--- src/rtl/alu_serial_seq.sv ---
// rtl/alu_serial_seq.sv - bit-serial multicycle ALU, one 1-bit slice, LSB first
// Captures operands on Start, shifts WIDTH bits through the slice, then resolves MSB flags.
module alu_serial_seq #(
   parameter int WIDTH = 8,
   parameter int CNT_W = 4
) (
   input  logic             clk,
   input  logic             rst,
   input  logic             Start,
   input  logic [WIDTH-1:0] A,
   input  logic [WIDTH-1:0] B,
   input  logic [3:0]       ALUop,
   output logic             Busy,
   output logic             Done,
   output logic [WIDTH-1:0] Result,
   output logic             Zero,
   output logic             Carry_out,
   output logic             Overflow
);

   typedef enum logic [1:0] {S_IDLE, S_SHIFT, S_FINISH} state_t;

   state_t           state_q, state_d;
   logic [CNT_W-1:0] cnt_q, cnt_d;
   logic [WIDTH-1:0] a_sh_q, a_sh_d;
   logic [WIDTH-1:0] b_sh_q, b_sh_d;
   logic [3:0]       op_q, op_d;
   logic             carry_q, carry_d;
   logic [WIDTH-1:0] res_sh_q, res_sh_d;
   logic             cin_msb_q, cin_msb_d;
   logic             set_bit_q, set_bit_d;
   logic             cout_msb_q, cout_msb_d;
   logic [WIDTH-1:0] result_q, result_d;
   logic             zero_q, zero_d;
   logic             cout_q, cout_d;
   logic             ovf_q, ovf_d;
   logic             busy_q, busy_d;
   logic             done_q, done_d;

   logic bit_a, bit_b, bit_sum, bit_carry, bit_res;
   logic ovf_calc, less, last_bit;

   always_comb begin
      bit_a     = a_sh_q[0] ^ op_q[3];
      bit_b     = b_sh_q[0] ^ op_q[2];
      bit_sum   = bit_a ^ bit_b ^ carry_q;
      bit_carry = (bit_a & bit_b) | (bit_a & carry_q) | (bit_b & carry_q);
      case (op_q[1:0])
         2'b00:   bit_res = bit_a & bit_b;
         2'b01:   bit_res = bit_a | bit_b;
         2'b10:   bit_res = bit_sum;
         default: bit_res = 1'b0;
      endcase
      ovf_calc = cin_msb_q ^ cout_msb_q;
      // Less corrected by overflow so SLT stays signed-correct across the wrap
      less     = set_bit_q ^ ovf_calc;
      last_bit = (cnt_q == CNT_W'(WIDTH - 1));

      state_d    = state_q;
      cnt_d      = cnt_q;
      a_sh_d     = a_sh_q;
      b_sh_d     = b_sh_q;
      op_d       = op_q;
      carry_d    = carry_q;
      res_sh_d   = res_sh_q;
      cin_msb_d  = cin_msb_q;
      set_bit_d  = set_bit_q;
      cout_msb_d = cout_msb_q;
      result_d   = result_q;
      zero_d     = zero_q;
      cout_d     = cout_q;
      ovf_d      = ovf_q;
      busy_d     = busy_q;
      done_d     = 1'b0;

      case (state_q)
         S_IDLE: begin
            if (Start) begin
               a_sh_d  = A;
               b_sh_d  = B;
               op_d    = ALUop;
               carry_d = ALUop[2];
               cnt_d   = '0;
               busy_d  = 1'b1;
               state_d = S_SHIFT;
            end
         end
         S_SHIFT: begin
            a_sh_d   = a_sh_q >> 1;
            b_sh_d   = b_sh_q >> 1;
            carry_d  = bit_carry;
            res_sh_d = {bit_res, res_sh_q[WIDTH-1:1]};
            if (last_bit) begin
               cin_msb_d  = carry_q;
               set_bit_d  = bit_sum;
               cout_msb_d = bit_carry;
               state_d    = S_FINISH;
            end else begin
               cnt_d = cnt_q + 1'b1;
            end
         end
         S_FINISH: begin
            ovf_d  = ovf_calc;
            cout_d = cout_msb_q;
            if (op_q[1:0] == 2'b11) begin
               result_d = {{(WIDTH-1){1'b0}}, less};
            end else begin
               result_d = res_sh_q;
            end
            zero_d  = (result_d == '0);
            busy_d  = 1'b0;
            done_d  = 1'b1;
            state_d = S_IDLE;
         end
         default: state_d = S_IDLE;
      endcase
   end

   always_ff @(posedge clk) begin
      if (rst) begin
         state_q    <= S_IDLE;
         cnt_q      <= '0;
         a_sh_q     <= '0;
         b_sh_q     <= '0;
         op_q       <= '0;
         carry_q    <= 1'b0;
         res_sh_q   <= '0;
         cin_msb_q  <= 1'b0;
         set_bit_q  <= 1'b0;
         cout_msb_q <= 1'b0;
         result_q   <= '0;
         zero_q     <= 1'b0;
         cout_q     <= 1'b0;
         ovf_q      <= 1'b0;
         busy_q     <= 1'b0;
         done_q     <= 1'b0;
      end else begin
         state_q    <= state_d;
         cnt_q      <= cnt_d;
         a_sh_q     <= a_sh_d;
         b_sh_q     <= b_sh_d;
         op_q       <= op_d;
         carry_q    <= carry_d;
         res_sh_q   <= res_sh_d;
         cin_msb_q  <= cin_msb_d;
         set_bit_q  <= set_bit_d;
         cout_msb_q <= cout_msb_d;
         result_q   <= result_d;
         zero_q     <= zero_d;
         cout_q     <= cout_d;
         ovf_q      <= ovf_d;
         busy_q     <= busy_d;
         done_q     <= done_d;
      end
   end

   assign Busy      = busy_q;
   assign Done      = done_q;
   assign Result    = result_q;
   assign Zero      = zero_q;
   assign Carry_out = cout_q;
   assign Overflow  = ovf_q;

endmodule

--- config.mk ---
export PLATFORM = sky130hd
export DESIGN_NAME = alu_serial_seq
export DESIGN_NICKNAME = d
export VERILOG_FILES = /design/src/rtl/alu_serial_seq.sv
export SDC_FILE = /design/constraint.sdc
export NUM_CORES = 1
export LEC_CHECK = 0
export ABC_CLOCK_PERIOD_IN_PS = 4950
export CAP_MARGIN = 20
export CELL_PAD_IN_SITES_DETAIL_PLACEMENT = 0
export CELL_PAD_IN_SITES_GLOBAL_PLACEMENT = 1
export CORE_MARGIN = 3
export CORE_UTILIZATION = 42
export DETAILED_ROUTE_END_ITERATION = 12
export PLACE_DENSITY_LB_ADDON = 0.1
export REMOVE_ABC_BUFFERS = 1
export SETUP_SLACK_MARGIN = 0.4
export SLEW_MARGIN = 20
export SYNTH_ARGS = -nofsm -noshare
export SYNTH_HDL_FRONTEND = slang
export SYNTH_SLANG_ARGS = --single-unit
--- constraint.sdc ---
create_clock -name clk -period 4.95 [get_ports clk]
set_clock_uncertainty 0.05 [all_clocks]
set_input_delay 1.2375 -clock clk [delete_from_list [all_inputs] [get_ports clk]]
set_output_delay 1.2375 -clock clk [all_outputs]
set_load 0.1 [all_outputs]
==> Word-level counts from Yosys, hierarchy flattened <==
Cells that the tools add are included.
W data, S select, Z words.
{ "classes": {"mux": 18, "n_reduce_logical": 11, "addsub": 1, "bitwise": 12, "n_eq_ne": 9} }
{ "op_table": {"columns": ["cell", "n"], "rows": [
  ["$mux W8", 4],
  ["$pmux W8 S2", 2],
  ["$reduce_and A2 Y1", 5],
  ["$logic_not A8 Y1", 1],
  ["$mux W4", 2],
  ["$pmux W4 S2", 1],
  ["$eq A2 B2 Y1 const B", 3],
  ["$ne A2 B2 Y1 const B", 3],
  ["$xor A1 B1 Y1", 6],
  ["$add A4 B1 Y4 const B", 1],
  ["$eq A2 B1 Y1 const B", 2],
  ["$eq A4 B3 Y1 const B", 1],
  ["$logic_not A2 Y1", 2],
  ["$mux W2", 2],
  ["$pmux W1 S2", 2],
  ["$pmux W2 S2", 1],
  ["$reduce_bool A2 Y1", 2],
  ["$and A1 B1 Y1", 3],
  ["$mux W1", 3],
  ["$or A1 B1 Y1", 3],
  ["$pmux W1 S3", 1],
  ["$reduce_and A3 Y1", 1]
]} }
{ "totals": {"inputBits": 23, "register_bits": 51, "wordCells": 67} }

==> Logic depth before layout (Yosys ltp) <==
{ "depth": {"word_depth": 5, "mapped_depth": 6, "depth_no_buf": 6} }

==> Worst setup path after synthesis <==
Ideal clock, no wire load.
{ "synth_path": {"kind": "reg2out", "from": "reg ovf_q (netlist: Overflow)", "to": "out Overflow", "arrival_time_ns": 0.925, "path_stages_with_launch": 1, "setup_slack_ns": 2.738, "cell_sequence": "dfxtp_1"} }
{ "synth_lines": {"columns": ["item", "line", "text"], "rows": [
  ["from (decl)", "36", "logic ovf_q, ovf_d;"],
  ["from (signal assigned)", "151", "ovf_q <= ovf_d;"],
  ["to (decl)", "18", "output logic Overflow"]
]} }
No word-level cell between the ends.

==> Final worst setup path <==
{ "layout_path": {"from": "reg result_q[4] (netlist: Result[4])", "to": "out Result[4]"} }
{ "layout_lines": {"columns": ["item", "line", "text"], "rows": [
  ["from (decl)", "33", "logic [WIDTH-1:0] result_q, result_d;"],
  ["from (signal assigned)", "148", "result_q <= result_d;"],
  ["to (decl)", "15", "output logic [WIDTH-1:0] Result,"]
]} }
No word-level cell between the ends.

==> run summary <==
largest net degree at the start of global routing = 30
post-synthesis sequential area ratio = 47.3%
worst path arrival time = 1.78 ns
drt pass-1 iters = 4
fin crit period = 3.07 ns
share of cells above drive strength 1 = 6.01%
CTS buffer count = 5
P&R area growth vs syn = 21.3%
EDFF count, synth = 0
# rows = 25
Tcrit/Tclk final = 62.0%
RSZ-0062 raised after global routing = false
number of global-route vias before repair = 1676
endpoint type of the worst setup path = output pin
most common cell after layout, fill and taps aside = nand2_1
first-pass GRT wire length = 7620 microns
critical path's top delay family = buffers and inverters
Peak VDD IR = 163 uV
cells after synthesis = 255
crit-path cells = clkdlybuf4s50_1
Mapped Area = 2160 sq um
Detail Route Antenna Nets = 0
Leak = 0.945 nW
wirelength, routed = 4360 microns
Die H = 77.7 microns
Hold Buf Count CTS = 0
number of port buffers = 35
Inserted Diodes = 0
synth warn = 0
CTS tree = done
Worst path max stage delay = 1.13 ns
Least-Margin Pin Slew = 1.09 ns
core area = 4850 sq um
Pint = 0.568 mW
post-DP HPWL = 2980 microns
relative slew slack = 26.8%
post-synthesis async set-or-reset flop share = 0%
Fmax achieved = 326 MHz
CTS root buf = clkbuf_8
Max-cap violations = 0
Final Max Tran Viols = 0
total negative slack = 0 ns
die area = 6030 sq um
CP Class = flop to output pin
CTS clock-pin slew for the worst setup and hold paths = 0.10 ns
# IOs = 36
pwr/cell area = 293 nW/um^2
Starting Density = 44.5%
Die Wd = 77.7 microns
P_sw = 0.200 mW
hold violation count in the final report = 0
syn avg cell area = 8.46 sq um
Logic pwr share = 11.9%
clock tree buffer depth = 2
initial DRC count = 70
DRC = 0
post-CTS setup buffer count = 0
grt ovf = 0
worst-path maximum fanout = 2
ys flop type = dfxtp_1
startpoint types = flop
critical path's slowest cell = clkdlybuf4s50_1
final core occ = 54.0%
final setup fails = 0
Flop pwr share = 57.1%
post-synth cell types = 37
clk sinks = 51
Switching Share = 26.0%
GRT Util Overall = 15.5%
clock power share = 31.0%
outcome = finished, final reports clean
H-tree lvl count = 2
DR vias = 1788
initial antenna violation count = 0
WP buf/inv = 1
clk_lat worst skew = 0.30 ns
post-cts gate resize count = 0
Yosys reg bits = 51
nets = 309
required time of the critical path = 3.66 ns
RD Place Congestion = 0.770
most frequent cells in the layout = nand2_1, dfxtp_1, clkdlybuf4s50_1, a21oi_1, nor2_1
Worst Hold Class = flop to flop
via-per-instance ratio = 5.11
wire per inst = 12.5 microns
[final timing paths]
path | cells after the start | slack, ns | to | startpoint
worst max-delay path | 1 | 1.88 | Result[4] | Result[4]
worst min-delay path | 2 | 0.41 | Result[3] | Result[3]
worst max register to register | 4 | 2.84 | b_sh_q[0] | state_q[0]
worst min register to register | 2 | 0.41 | Result[3] | Result[3]
[power by group through the flow]
stage | sequential [mW] | combinational (mW) | clock, mW
final | 0.439 | 0.0911 | 0.238
after global routing | 0.442 | 0.104 | 0.263
after floorplan | 0.450 | 0.0480 | 0
after global placement | 0.449 | 0.0919 | 0
after detailed placement | 0.449 | 0.0927 | 0
after CTS | 0.439 | 0.0930 | 0.250
[logic make-up (layout without fill, tap and decap cells)]
logic type	Yosys count	count (layout)	synth area share (%)
XOR/XNOR	3	3	1.22
AO/OA/AOI/OAI	62	62	19.3
adder cells (fa/ha/maj)	4	4	2.67
flip-flops	51	51	47.3
multiplexers	6	6	2.90
AND/OR/NAND/NOR	106	106	21.8
buffers and inverters	23	51	4.87
[tightest hold or removal path: stages (launching register included)]
cell     delay, ns
dfxtp_1       0.32
nand2_1       0.05
a21oi_1       0.05
[registers in the layout, indices dropped and copies added, names as in the netlist]
signal and count:
state_q 2, cout_msb_q 1, op_q 4, Overflow 1
cin_msb_q 1, res_sh_q 8, Result 8, Carry_out 1
cnt_q 4, Busy 1, b_sh_q 8, a_sh_q 8
carry_q 1, Zero 1, Done 1, set_bit_q 1
[per-layer routing]
layer / vias up / GRT usage (%) / wire, microns
li1: 942 / - / -
met1: 812 / 19.7 / 2130
met2: 30 / 25.6 / 2030
met3: 4 / 3.02 / 134
met4: 0 / 6.41 / 58
met5: - / 0 / 0
[per-stage QoR]
| stage | cells | hold slack, ns | worst slack [ns] | cell area, sq um | power (mW) |
|---|---|---|---|---|---|
| global route | 350 | 0.427 | 1.83 | 2620 | 0.809 |
| detailed placement | 342 | 0.397 | 1.72 | 2530 | 0.541 |
| finish | 350 | 0.407 | 1.88 | 2620 | 0.768 |
| global placement | 342 | 0.392 | 1.72 | 2530 | 0.540 |
| floorplan | 237 | 0.394 | 2.48 | 2070 | 0.498 |
| CTS | 350 | 0.410 | 1.86 | 2620 | 0.782 |
[Yosys cell counts, types with 3 or more instances]
master	n	share of area (%)
a311oi_1	14	5.7
clkbuf_1	6	1.0
ha_1	3	1.7
a211oi_1	4	1.4
a21oi_1	26	6.0
o21ai_0	9	2.1
nand3_1	13	3.0
inv_1	5	0.87
nand2_1	52	9.0
buf_2	9	2.1
nor2_1	25	4.4
dfxtp_1	51	47
mux2i_1	4	1.9
[layout make-up]
cell class	instances	area, sq um
fill	485	2230
multi-input combinational	181	1030
sequential	51	1020
timing repair buffer	38	373
tap	67	83.8
clock buffer	5	68.8
clock inverter	3	18.8
inverter	5	18.8
(Power assumes the default switching activity.)
==> RTL edit: new RTL, same flow settings <==
`CNT_W`: 4 -> 6.
--- a/src/rtl/alu_serial_seq.sv
+++ b/src/rtl/alu_serial_seq.sv
@@ -2,7 +2,7 @@
 // Captures operands on Start, shifts WIDTH bits through the slice, then resolves MSB flags.
 module alu_serial_seq #(
    parameter int WIDTH = 8,
-   parameter int CNT_W = 4
+   parameter int CNT_W = 6
 ) (
    input  logic             clk,
    input  logic             rst,
Function: no difference found for any inputs over 10 cycles, from zero or initial values and one cycle with rst high; that may be too few to reach the edited logic, so the function may still have changed.
==> RTL edit against the unedited design <==
- synthesized area grew 3.9%
- combinational power is 2% higher
- setup slack got worse by 0.012 ns
- sequential share of layout area grew 0.24 points
- cell count up 0.29%
- hold slack better by 0.0045 ns
- sequential cell count is 2 higher
- count of clock-buffer cells in the layout unchanged
- design area rose by 3.3%
- wire length increased by 0.62%
- maximum frequency shrank 0.40%
- power increased by 8.1%
- critical path type unchanged
- largest power group unchanged
==> RTL edit: results <==
[clock_network]
cts_setup_buffers = 0
clockRootBuffer = "clkbuf_8"
cts_buffers = 5
clock_latency_ns = 0.30
post_cts_resized = 0
clkTransAtPathRegs_ns = 0.09
clock_path_buffers = 2

[logic_synthesis]
synth.distinct_cells = 40
netlist_top_cells_area = "dfxtp_1, nand2_1, nor2_1"
synth.yosys.warnings = 0
ys_top_cells_by_count = "dfxtp_1, nand2_1, nor2_1"
seq_area_frac_synth_pct = 47.3

[outcome]
outcome = "finished clean"

[setup_path]
r2r_slack_ns = 2.82
cpPeakStageDelay_ns = 1.14
arrival_ns = 1.79
crit_slowest_cell = "clkdlybuf4s50_1"
cp_max_fo = 2

[routing]
drt_iter0_markers = 80
finalWirelength_um = 4390
drt_first_pass_iters = 4
viasPerCell = 5.10
antenna_left = 0

[power]
power.leakage_uw = 0.00101
p_sw_share_pct = 23.9
peakVddDrop_mv = 0.129

[grt]
grt_max_degree = 55
antenna_found_initial = 0
grt_use_total_pct = 15.2
grt_util_met2_pct = 24.8
grt_first_pass_wirelength_um = 7530
gr-usage-met1_pct = 18.8
grt_pass1_vias = 1611
grt_util_met3_pct = 4.20

[worst_hold_path]
hold_path_class = "reg2reg"

[place]
io_buffers = 35
dp_hpwl_um = 2920
gp_congestion = 0.743

[final_layout]
nets = 311
drive_above_1_share_pct = 5.99

[sta]
relSlewSlack_pct = 32.2
[RTL edit: cell types whose count changed in the layout (fill, tap and decap cells not counted), moves of 6 or more]
cell	before	now
a21oi_1	26	12
o21ai_0	9	3
nand3_1	13	2
a22oi_1	2	9
nor2_1	25	43
[RTL edit: metrics by stage]
stage	hold WS (ns)	power [uW]	cells	instance area, um2	setup WS [ns]
after floorplan	0.381	518	240	2160	2.32
after global placement	0.394	560	344	2600	1.93
after detailed placement	0.398	561	344	2600	1.91
after CTS	0.413	844	351	2700	1.84
after global routing	0.456	872	351	2700	1.82
final	0.411	831	351	2700	1.87
[RTL edit: worst register-to-register path, delay by kind of cell, from the launching register on]
| family | cells | cell delay, ns |
|---|---|---|
| DFF | 1 | 0.56 |
| muxes | 1 | 0.24 |
| and+or+nand+nor | 3 | 1.14 |
[RTL edit: cells by family (layout without fill, tap and decap cells)]
logic type | after synthesis | count (layout) | synth area share (%)
flip-flops | 53 | 53 | 47.3
adder cells (fa/ha/maj) | 4 | 4 | 2.57
multiplexers | 8 | 8 | 3.57
AO/OA/AOI/OAI | 51 | 51 | 17.7
XOR/XNOR | 6 | 6 | 2.34
AND/OR/NAND/NOR | 115 | 115 | 22.2
buffers and inverters | 22 | 47 | 4.35
[RTL edit: path summary, 6_finish.rpt]
kind                                  from         to  depth (start not counted)
worst min register to register   Carry_out  Carry_out                          2
worst max register to register  state_q[0]  cin_msb_q                          4
worst max-delay path                  Busy       Busy                          1
worst min-delay path             Carry_out  Carry_out                          2
[RTL edit: power groups by stage]
| stage | combinational [uW] | clock, uW | sequential (uW) |
|---|---|---|---|
| floorplan | 50.6 | 0 | 467 |
| global placement | 94.5 | 0 | 466 |
| detailed placement | 95.1 | 0 | 466 |
| CTS | 95.1 | 293 | 456 |
| global route | 106 | 308 | 459 |
| finish | 93.0 | 282 | 456 |
[RTL edit: area by class of cell]
class | count | area, um2
tap | 67 | 83.8
sequential | 53 | 1060
multi-input combinational | 184 | 1080
clock inverter | 2 | 35.0
timing repair buffer | 37 | 360
inverter | 3 | 11.3
fill | 492 | 2240
clock buffer | 5 | 68.8
[RTL edit: layer usage]
metal / vias up / share of wire (%)
met5: - / 0
met1: 808 / 49
met4: 0 / 1.7
met3: 7 / 4.6
met2: 36 / 45
li1: 939 / -
